File: src/rtl/lut_v_scheduler.sv
// Sequencer that time-multiplexes one lut_v_module between the s-1 (lower
// bound) and s (upper bound) offset lookups of each symbol request.
module lut_v_scheduler #(
  parameter int NSYM_W     = 5,
  parameter int SYM_W      = 4,
  parameter int DATA_WIDTH = 16,
  parameter int CNT_W      = 16
) (
  input  logic                  clk,
  input  logic                  reset,
  input  logic                  in_valid,
  output logic                  in_ready,
  input  logic [SYM_W-1:0]      in_symbol,
  input  logic [NSYM_W-1:0]     in_nsyms,
  output logic [7:0]            lut_addr,
  input  logic [DATA_WIDTH-1:0] lut_q,
  output logic                  out_valid,
  input  logic                  out_ready,
  output logic [DATA_WIDTH-1:0] out_v_cur,
  output logic [DATA_WIDTH-1:0] out_v_prev,
  output logic [SYM_W-1:0]      out_symbol,
  output logic                  out_first,
  output logic                  out_err,
  output logic [CNT_W-1:0]      sym_count
);

  // Handshakes: a transfer happens on a rising edge where valid and ready are
  // both high; out_valid stays high with stable out_* until out_ready is seen,
  // and in_ready is high only in IDLE, so at most one request is in flight.

  typedef enum logic [1:0] {
    IDLE      = 2'd0,
    LOOK_PREV = 2'd1,
    LOOK_CUR  = 2'd2,
    OUT       = 2'd3
  } state_t;

  state_t     state_q;
  state_t     state_d;
  logic [3:0] nm1_q;
  logic       illegal;
  logic       sym_zero;
  logic       accept;
  logic [3:0] sym_cur;
  logic [3:0] sym_prev;

  always_comb begin
    illegal  = (in_nsyms == '0) || (32'(in_nsyms) > 32'd16) ||
               (32'(in_symbol) >= 32'(in_nsyms));
    sym_zero = (in_symbol == '0);
    accept   = (state_q == IDLE) && in_valid;
    sym_cur  = 4'(out_symbol);
    sym_prev = 4'(out_symbol - SYM_W'(1));
  end

  always_comb begin
    state_d   = state_q;
    in_ready  = 1'b0;
    out_valid = 1'b0;
    lut_addr  = 8'd0;
    case (state_q)
      IDLE: begin
        in_ready = 1'b1;
        if (in_valid) begin
          if (illegal)       state_d = OUT;
          else if (sym_zero) state_d = LOOK_CUR;
          else               state_d = LOOK_PREV;
        end
      end
      LOOK_PREV: begin
        lut_addr = {nm1_q, sym_prev};
        state_d  = LOOK_CUR;
      end
      LOOK_CUR: begin
        lut_addr = {nm1_q, sym_cur};
        state_d  = OUT;
      end
      OUT: begin
        out_valid = 1'b1;
        if (out_ready) state_d = IDLE;
      end
      default: state_d = IDLE;
    endcase
  end

  always_ff @(posedge clk) begin
    if (reset) begin
      state_q    <= IDLE;
      nm1_q      <= 4'd0;
      out_v_cur  <= '0;
      out_v_prev <= '0;
      out_symbol <= '0;
      out_first  <= 1'b0;
      out_err    <= 1'b0;
      sym_count  <= '0;
    end else begin
      state_q <= state_d;
      if (accept) begin
        // Offsets start at zero so s==0 and illegal requests report 0 for
        // any lookup they skip.
        nm1_q      <= 4'(in_nsyms - NSYM_W'(1));
        out_symbol <= in_symbol;
        out_first  <= sym_zero;
        out_err    <= illegal;
        out_v_prev <= '0;
        out_v_cur  <= '0;
        sym_count  <= sym_count + CNT_W'(1);
      end
      if (state_q == LOOK_PREV) out_v_prev <= lut_q;
      if (state_q == LOOK_CUR)  out_v_cur  <= lut_q;
    end
  end

endmodule

File: config.mk
export PLATFORM = sky130hd
export DESIGN_NAME = lut_v_scheduler
export DESIGN_NICKNAME = d
export VERILOG_FILES = /design/src/rtl/lut_v_scheduler.sv
export SDC_FILE = /design/constraint.sdc
export NUM_CORES = 1
export LEC_CHECK = 0
export CAP_MARGIN = 10
export CORE_MARGIN = 3
export CORE_UTILIZATION = 45
export CTS_CLUSTER_DIAMETER = 30
export DETAILED_ROUTE_END_ITERATION = 12
export PLACE_DENSITY = 0.88
export SYNTH_ARGS = -nofsm -noshare
export SYNTH_HDL_FRONTEND = slang
export SYNTH_SLANG_ARGS = --single-unit
export TNS_END_PERCENT = 30
File: constraint.sdc
create_clock -name clk -period 2 [get_ports clk]
set_input_delay 0.4 -clock clk [delete_from_list [all_inputs] [get_ports clk]]
set_output_delay 0.4 -clock clk [all_outputs]
set_load 0.01 [all_outputs]
Yosys cells after proc, flatten, opt, wreduce, memory -nomap -nowiden
Cells that the tools add are included.

cells by class
  bitwise logic cells = 0
  div/mod/pow operators = 0
  shifts and indexed selects = 0
  magnitude comparators = 2
  multiply operators = 0
  add/sub/neg operators = 3
  mux-type cells = 11
  reduce and logical (&&, ||, !) cells = 9
  equality and inequality tests = 5

operators by type and width
  cell                   count
  $mux 16                3
  $add 16x1->16 const B  1
  $pmux 8 s2             1
  $mux 2                 4
  $pmux 2 s4             1
  $sub 4x1->4 const B    2
  $ge 4x5->1             1
  $gt 5x5->1 const B     1
  $logic_not 5->1        1
  $eq 2x2->1 const B     2
  $logic_not 4->1        1
  $ne 2x2->1 const B     2
  $reduce_bool 2->1      2
  $eq 2x1->1 const B     1
  $logic_not 2->1        1
  $logic_or 1x1->1       2
  $mux 1                 2
  $reduce_and 2->1       1
  $logic_and 1x1->1      1

storage, ports and cells
  input bits = 29
  memories = 0
  latch bits = 0
  ROM bits = 0
  RAM bits = 0
  output and inout bits = 64
  word-level logic and storage cells = 38
  bits in registers = 60

Longest topological paths before layout
Gate-level depths: netlist (run 1).

  depth in word-level cells = 6
  depth in mapped cells = 7
  mapped depth without buffers = 6

Worst setup path after synthesis (run 1)
Ideal clock, no wire load.

  path type = reg-to-output
  start = register state_q[1]
  end = output port lut_addr[3]
  data required time = 1.600 ns
  arrival = 1.460 ns
  path slack = 0.140 ns
  cell stages (with the launch flop) = 7
  path buffers = 2
  cells stage by stage = dfxtp_1 -> inv_1 -> ha_1 -> clkbuf_1 -> clkbuf_1 -> nand3b_1 -> a21boi_0

on the way
  cells in the longest elaborated chain, start to end = 2
  elaborated cells between the ends (all ways) = 3
  those cells by class = eq/ne: 2; mux: 1

ends and longest elaborated chain
  item                                             RTL line  text
  from (decl)                                      38        state_t state_q;
  from (signal assigned)                           97        state_q <= state_d;
  $eq 2x2->1 / $eq 2x1->1 (equally long branches)  61        case (state_q)
  $pmux 8 s2 *                                     61
  to (decl)                                        15        output logic [7:0] lut_addr,

Every way passes the cells marked *; elsewhere a longest branch is shown, timed or not.

Worst setup path in the final report (run 1)
  start = register state_q[1]
  end = output port lut_addr[5]

Same word-level chain as after synthesis.

==> results of run 1 <==
state kept, by name (all words and copies together), names as in the netlist:
signal / flops
out_v_cur: 16
out_symbol: 4
nm1_q: 4
sym_count: 16
out_first: 1
out_v_prev: 16
out_err: 1
state_q: 2
cell type report:
type / count / share of cell area (%)
Clock inverter: 7 / 2.37
Sequential cell: 60 / 28.6
Tap cell: 75 / 2.22
Multi-Input combinational cell: 240 / 36.0
Inverter: 11 / 1.04
Timing Repair Buffer: 120 / 26.9
Clock buffer: 9 / 2.93
metal layers:
layer	vias to the layer above	part of all wire [%]	track usage, %
met4	0	2.8	9.78
li1	1373	-	-
met1	1316	41	25.0
met5	-	0	0
met2	92	51	38.4
met3	19	4.6	5.05
cell usage after synthesis, types with 5 or more instances:
master	number
a211oi_1	7
a21oi_1	45
and2_1	7
clkbuf_1	20
dfxtp_1	60
ha_1	12
inv_1	11
nand2_1	54
nand3b_1	33
nand4_1	7
nor2_1	16
nor3_1	5
o21ai_0	7
xnor2_1	6
xor2_1	5
cell families after synthesis:
group / Yosys count / share of synthesized area, %
AO/OA/AOI/OAI: 69 / 13.9
XOR/XNOR: 11 / 3.45
adder cells (fa/ha/maj): 12 / 5.37
buffers and inverters: 32 / 4.34
flip-flops: 60 / 43.0
multiplexers: 2 / 0.805
AND/OR/NAND/NOR: 146 / 29.2
metrics by stage:
step / instance area, sq um / std cells / hold WS, ns
finish: 4230 / 522 / 0.457
global route: 4230 / 522 / 0.467
CTS: 4180 / 521 / 0.435
detailed placement: 3930 / 503 / 0.453
global placement: 3930 / 503 / 0.448
floorplan: 2800 / 332 / 0.459
power by group:
group	switching [mW]	internal [mW]
clock	0.527	0.707
combinational	0.953	1.02
sequential	0.132	1.41
worst max-delay path, cell delays in order, from the launching register on:
cell	delay [ns]
dfxtp_2	0.36
inv_4	0.06
ha_4	0.18
buf_6	0.11
o21a_1	0.20
buf_6	0.13
and2_4	0.15
buf_6	0.11
final timing paths:
kind                                         startpoint                         end  slack (ns)  cells past startpoint
worst min register to register   out_first$_SDFFE_PP0P_      out_first$_SDFFE_PP0P_        0.47                      2
worst min-delay path                              reset  out_symbol[1]$_SDFFE_PP0P_        0.46                      2
worst max register to register  state_q[0]$_SDFFE_PP0P_  sym_count[15]$_SDFFE_PP0P_        0.12                      7
worst max-delay path            state_q[1]$_SDFFE_PP0P_                 lut_addr[5]       -0.03                      7
what timing repair did:
item / in CTS / in global routing
resized for setup: 43 / 17
endpoints found under the setup margin: 9 / 11
setup buffers: 2 / 1
endpoints found under the hold margin: 0 / 0
pin swaps: 1 / 5
==> metrics.yaml, run 1 <==
status: "finished with violations"
violations: "negative setup slack"
synth_seq_cells: 60
worst_pin_slew_ns: 0.455
hpwlAfterDp_um: 5460
final_max_slew_viol_count: 0
setup_slack_ns: -0.0276
vias_per_cell: 5.36
cts_sinks: 60
leakagePower_nw: 1.54
drive_gt1_share_pct: 16.1
grt_setup_unrepaired: "true"
crit_path_start_kind: "flop"
power-per-cell-area_mw_per_mm2: 1120
antenna_found_initial: 0
post-route-period-util_pct: 101
synth_edf_count: 0
grt_pass1_wl_um: 12700
final_core_util_pct: 71.0
drt_iter0_markers: 114
yosys.area.top_type: "dfxtp_1"
crit_path_end_kind: "primary output"
core_sq_mm: 0.00596
ys.flop_type: "dfxtp_1"
port_buffers: 92
grt_use_total_pct: 21.8
fp.dieW_um: 84.8
synthTopCellsByArea: "dfxtp_1 (43%), nand3b_1 (8.9%), a21oi_1 (8.1%)"
fin_crit_ns: 2.03
clkLatencyLatePin_ns: 0.34
routedWlPerCell_um: 15.0
p_total_mw: 4.74
h-tree-depth: 3
cts_inserted_buffers: 9
nFillCells: 461
firstDrtPassIters: 4
setup_tns_ns: -0.0638
grt_max_degree: 37
routed_wl_um: 7840
multiInputGateArea_sq_mm: 0.00152
route.detailed.drc: 0
hold_violations: 0
fmax_ghz: 0.493
num_rows: 28
synth_top_area_share_pct: 43.0
detail-route-antenna-nets: 0
die_h_um: 84.8
nNetsFinal: 483
synth_nets: 373
num_vias: 2800
async_flop_share_pct: 0
yosys_warnings: 0
regArea_sq_mm: 0.00121
pre_cts_ws_ns: -0.321
slew_headroom_pct: 69.4
ys_types: 39
antenna_cells: 0
cap_violations: 0
syn_area_sq_mm: 0.00280
worst_ep_required_time_ns: 1.60
syn_inst: 332
yosysSeqAreaShare_pct: 43.0
cts.path.max_buffers: 2
start_util_pct: 47.0
grt.overflow.total: 0
clockRootBuffer: "clkbuf_8"
cp.arrival_ns: 1.63
clkSlewWorstSetupHoldPaths_ns: 0.07
setup_violations: 3
crit_type: "reg2out"
finalClockSkew_ns: 0.0108
min_path_type: "in2reg"
ir_drop_uv: 850
syn_to_final_growth_pct: 51.2
cp_max_fo: 6
layout_commonest_cell: "clkdlybuf4s50_1"
grt_pass1_vias: 2673
ios: 93
cts_tree: "done"
postCtsHoldBufs: 0
die_area_sq_mm: 0.00720
avgSynthCellArea_sq_um: 8.42
final_cell_mix: "clkdlybuf4s50_1 (81), dfxtp_1 (57), nand2_1 (54), a21oi_1 (45), nand3b_1 (33)"
place.gp.congestion: 0.832
No activity file was read; power rests on OpenSTA's default activity.
==> inputs of run 2 (changes only) <==
SETUP_SLACK_MARGIN = 0.4   (was default)
==> run 2 against run 1 <==
The flow now finishes without violations. Non-clock buffer count up 12. Sequential power about the same. Clock skew down 0.0035 ns. First-iteration DRC count up 9.6%.
==> metrics.yaml, run 2 (synthesized netlist as in run 1, its figures left out) <==
port_buffers: 92  # unchanged
antenna_found_initial: 0  # unchanged
syn_to_final_growth_pct: 61.4  # was 51.2%
power_frac_seq_pct: 31.1  # was 32.4%
fmax_ghz: 0.518  # was 0.493 GHz
route.detailed.drc: 0  # unchanged
drive_gt1_share_pct: 27.2  # was 16.1%
vias_per_cell: 5.34  # was 5.36
combPwrFrac_pct: 44.7  # was 41.6%
drt_iter0_markers: 125  # was 114
cp_max_fo: 7  # was 6
cp_top_family: "flip-flops"  # was buffers and inverters
cts.path.max_buffers: 2  # unchanged
clkLatencyLatePin_ns: 0.34  # about the same
fin_crit_ns: 1.93  # was 2.03 ns
cp.arrival_ns: 1.53  # was 1.63 ns
clockPowerShare_pct: 24.2  # was 26.0%
path_cells: "inv_4 > ha_4 > buf_6 > o21a_4 > and2_4 > buf_6"  # was inv_4 > ha_4 > buf_6 > o21a_1 > buf_6 > and2_4 > buf_6
routed_wl_um: 8300  # was 7840 um
firstDrtPassIters: 4  # unchanged
cts_inserted_buffers: 9  # unchanged
setup_violations: 0  # was 3
h-tree-depth: 3  # unchanged
crit_path_end_kind: "primary output"  # unchanged
core_sq_mm: 0.00596  # unchanged
grt_use_total_pct: 22.3  # was 21.8%
detail-route-antenna-nets: 0  # unchanged
cts_tree: "done"  # unchanged
fin_cells: 534  # was 522
finalClockSkew_ns: 0.00738  # was 0.0108 ns
leakagePower_nw: 1.83  # was 1.54 nW
place.gp.congestion: 0.809  # was 0.832
grt_setup_unrepaired: "true"  # unchanged
grt_max_degree: 36  # was 37
critPathSlowestCell: "dfxtp_4"  # was dfxtp_2
p_total_mw: 5.02  # was 4.74 mW
ios: 93  # unchanged
cts_sinks: 60  # unchanged
num_rows: 28  # unchanged
grt.overflow.total: 0  # unchanged
grt_pass1_wl_um: 13000  # was 12700 um
min_path_type: "in2reg"  # unchanged
crit_path_start_kind: "flop"  # unchanged
p_switching_mw: 1.70  # was 1.61 mW
power-per-cell-area_mw_per_mm2: 1110  # was 1120 mW/mm^2
cap_violations: 0  # unchanged
cp_num_buf_inv: 3  # was 4
fp.dieW_um: 84.8  # unchanged
crit_type: "reg2out"  # unchanged
max_stage_delay_ns: 0.37  # was 0.36 ns
start_util_pct: 47.0  # unchanged
ir_drop_uv: 1030  # was 850 uV
grt_pass1_vias: 2799  # was 2673
min-delay-start: "reset"  # unchanged
swShare_pct: 33.9  # was 34.0%
cp_common_cell: "buf_6"  # unchanged
routedWlPerCell_um: 15.5  # was 15.0 um
power.internal_mw: 3.31  # was 3.13 mW
r2r-start: "state_q[1]$_SDFFE_PP0P_"  # was state_q[0]$_SDFFE_PP0P_
hpwlAfterDp_um: 5420  # was 5460 um
worst_pin_slew_ns: 0.396  # was 0.455 ns
final_cell_mix: "clkdlybuf4s50_1 (59), nand2_1 (54), dfxtp_1 (43), a21oi_1 (42), buf_4 (34)"  # was clkdlybuf4s50_1 (81), dfxtp_1 (57), nand2_1 (54), a21oi_1 (45), nand3b_1 (33)
top_regs: "out_v_cur: 16 flops, out_v_prev: 16 flops, sym_count: 16 flops"  # unchanged
die_h_um: 84.8  # unchanged
dp.cells: 507  # was 503
nNetsFinal: 495  # was 483
slew_headroom_pct: 73.3  # was 69.4%
clockRootBuffer: "clkbuf_8"  # unchanged
worst_ep_required_time_ns: 1.60  # about the same
hold_violations: 0  # unchanged
clkSlewWorstSetupHoldPaths_ns: 0.07  # about the same
num_vias: 2849  # was 2800
final_core_util_pct: 75.8  # was 71.0%
critical_path.startpoint: "state_q[1]$_SDFFE_PP0P_"  # unchanged
die_area_sq_mm: 0.00720  # unchanged
post-route-period-util_pct: 96.6  # was 101%
antenna_cells: 0  # unchanged
final_max_slew_viol_count: 0  # unchanged
setup_tns_ns: 0  # was -0.0638 ns
layout_commonest_cell: "clkdlybuf4s50_1"  # unchanged
postCtsHoldBufs: 0  # unchanged
status: "finished, final reports clean"  # was finished with violations
==> run 2: power by group through the flow <==
stage,Clock [mW],Combinational (mW),Sequential [mW]
after floorplan,0,0.913,1.62
after global placement,0,1.81,1.54
after detailed placement,0,1.86,1.55
after CTS,1.23,2.04,1.55
after global routing,1.30,2.43,1.58
final,1.21,2.24,1.56
==> run 2: final cells by class <==
class | instances | area (sq um)
sequential | 60 | 1230
tap | 75 | 93.8
clock inverter | 7 | 98.8
multi-input combinational | 240 | 1680
fill | 408 | 1440
timing repair buffer | 132 | 1230
inverter | 11 | 58.8
clock buffer | 9 | 124
==> run 2: worst reg2reg max path, stage by stage (launching register included) <==
cell and delay (ns):
dfxtp_4 0.36, inv_4 0.08, buf_4 0.12, ha_4 0.15, nand4_1 0.17, buf_4 0.21, or3_2 0.42, a21oi_2 0.13
==> run 2: metrics by stage <==
stage	hold WS, ns	cell area (sq um)	setup WS [ns]
after CTS	0.460	4330	0.0772
after detailed placement	0.458	4000	-0.363
after global routing	0.463	4510	0.0104
after global placement	0.449	4000	-0.331
after floorplan	0.452	2860	0.390
final	0.452	4510	0.0680
==> run 2: what timing repair did <==
action,CTS,global route
gates cloned,0,0
pin swaps,12,18
gates resized for setup,95,40
setup endpoints to repair,72,73
buffers inserted,4,7
==> run 2: worst paths after layout <==
path	to	slack, ns	cells past startpoint
max	lut_addr[5]	0.07	6
min	sym_count[12]$_SDFFE_PP0P_	0.45	2
max reg2reg	sym_count[6]$_SDFFE_PP0P_	0.29	7
min reg2reg	out_first$_SDFFE_PP0P_	0.47	2
==> run 2: per-layer routing <==
| layer | wire (um) | global-route usage (%) | vias to the layer above | share of wire [%] |
|---|---|---|---|---|
| met3 | 457 | 6.41 | 18 | 5.5 |
| met1 | 3330 | 26.6 | 1351 | 40 |
| met5 | 0 | 0 | - | 0 |
| met4 | 199 | 7.63 | 0 | 2.4 |
| met2 | 4310 | 38.4 | 89 | 52 |
| li1 | - | - | 1391 | - |
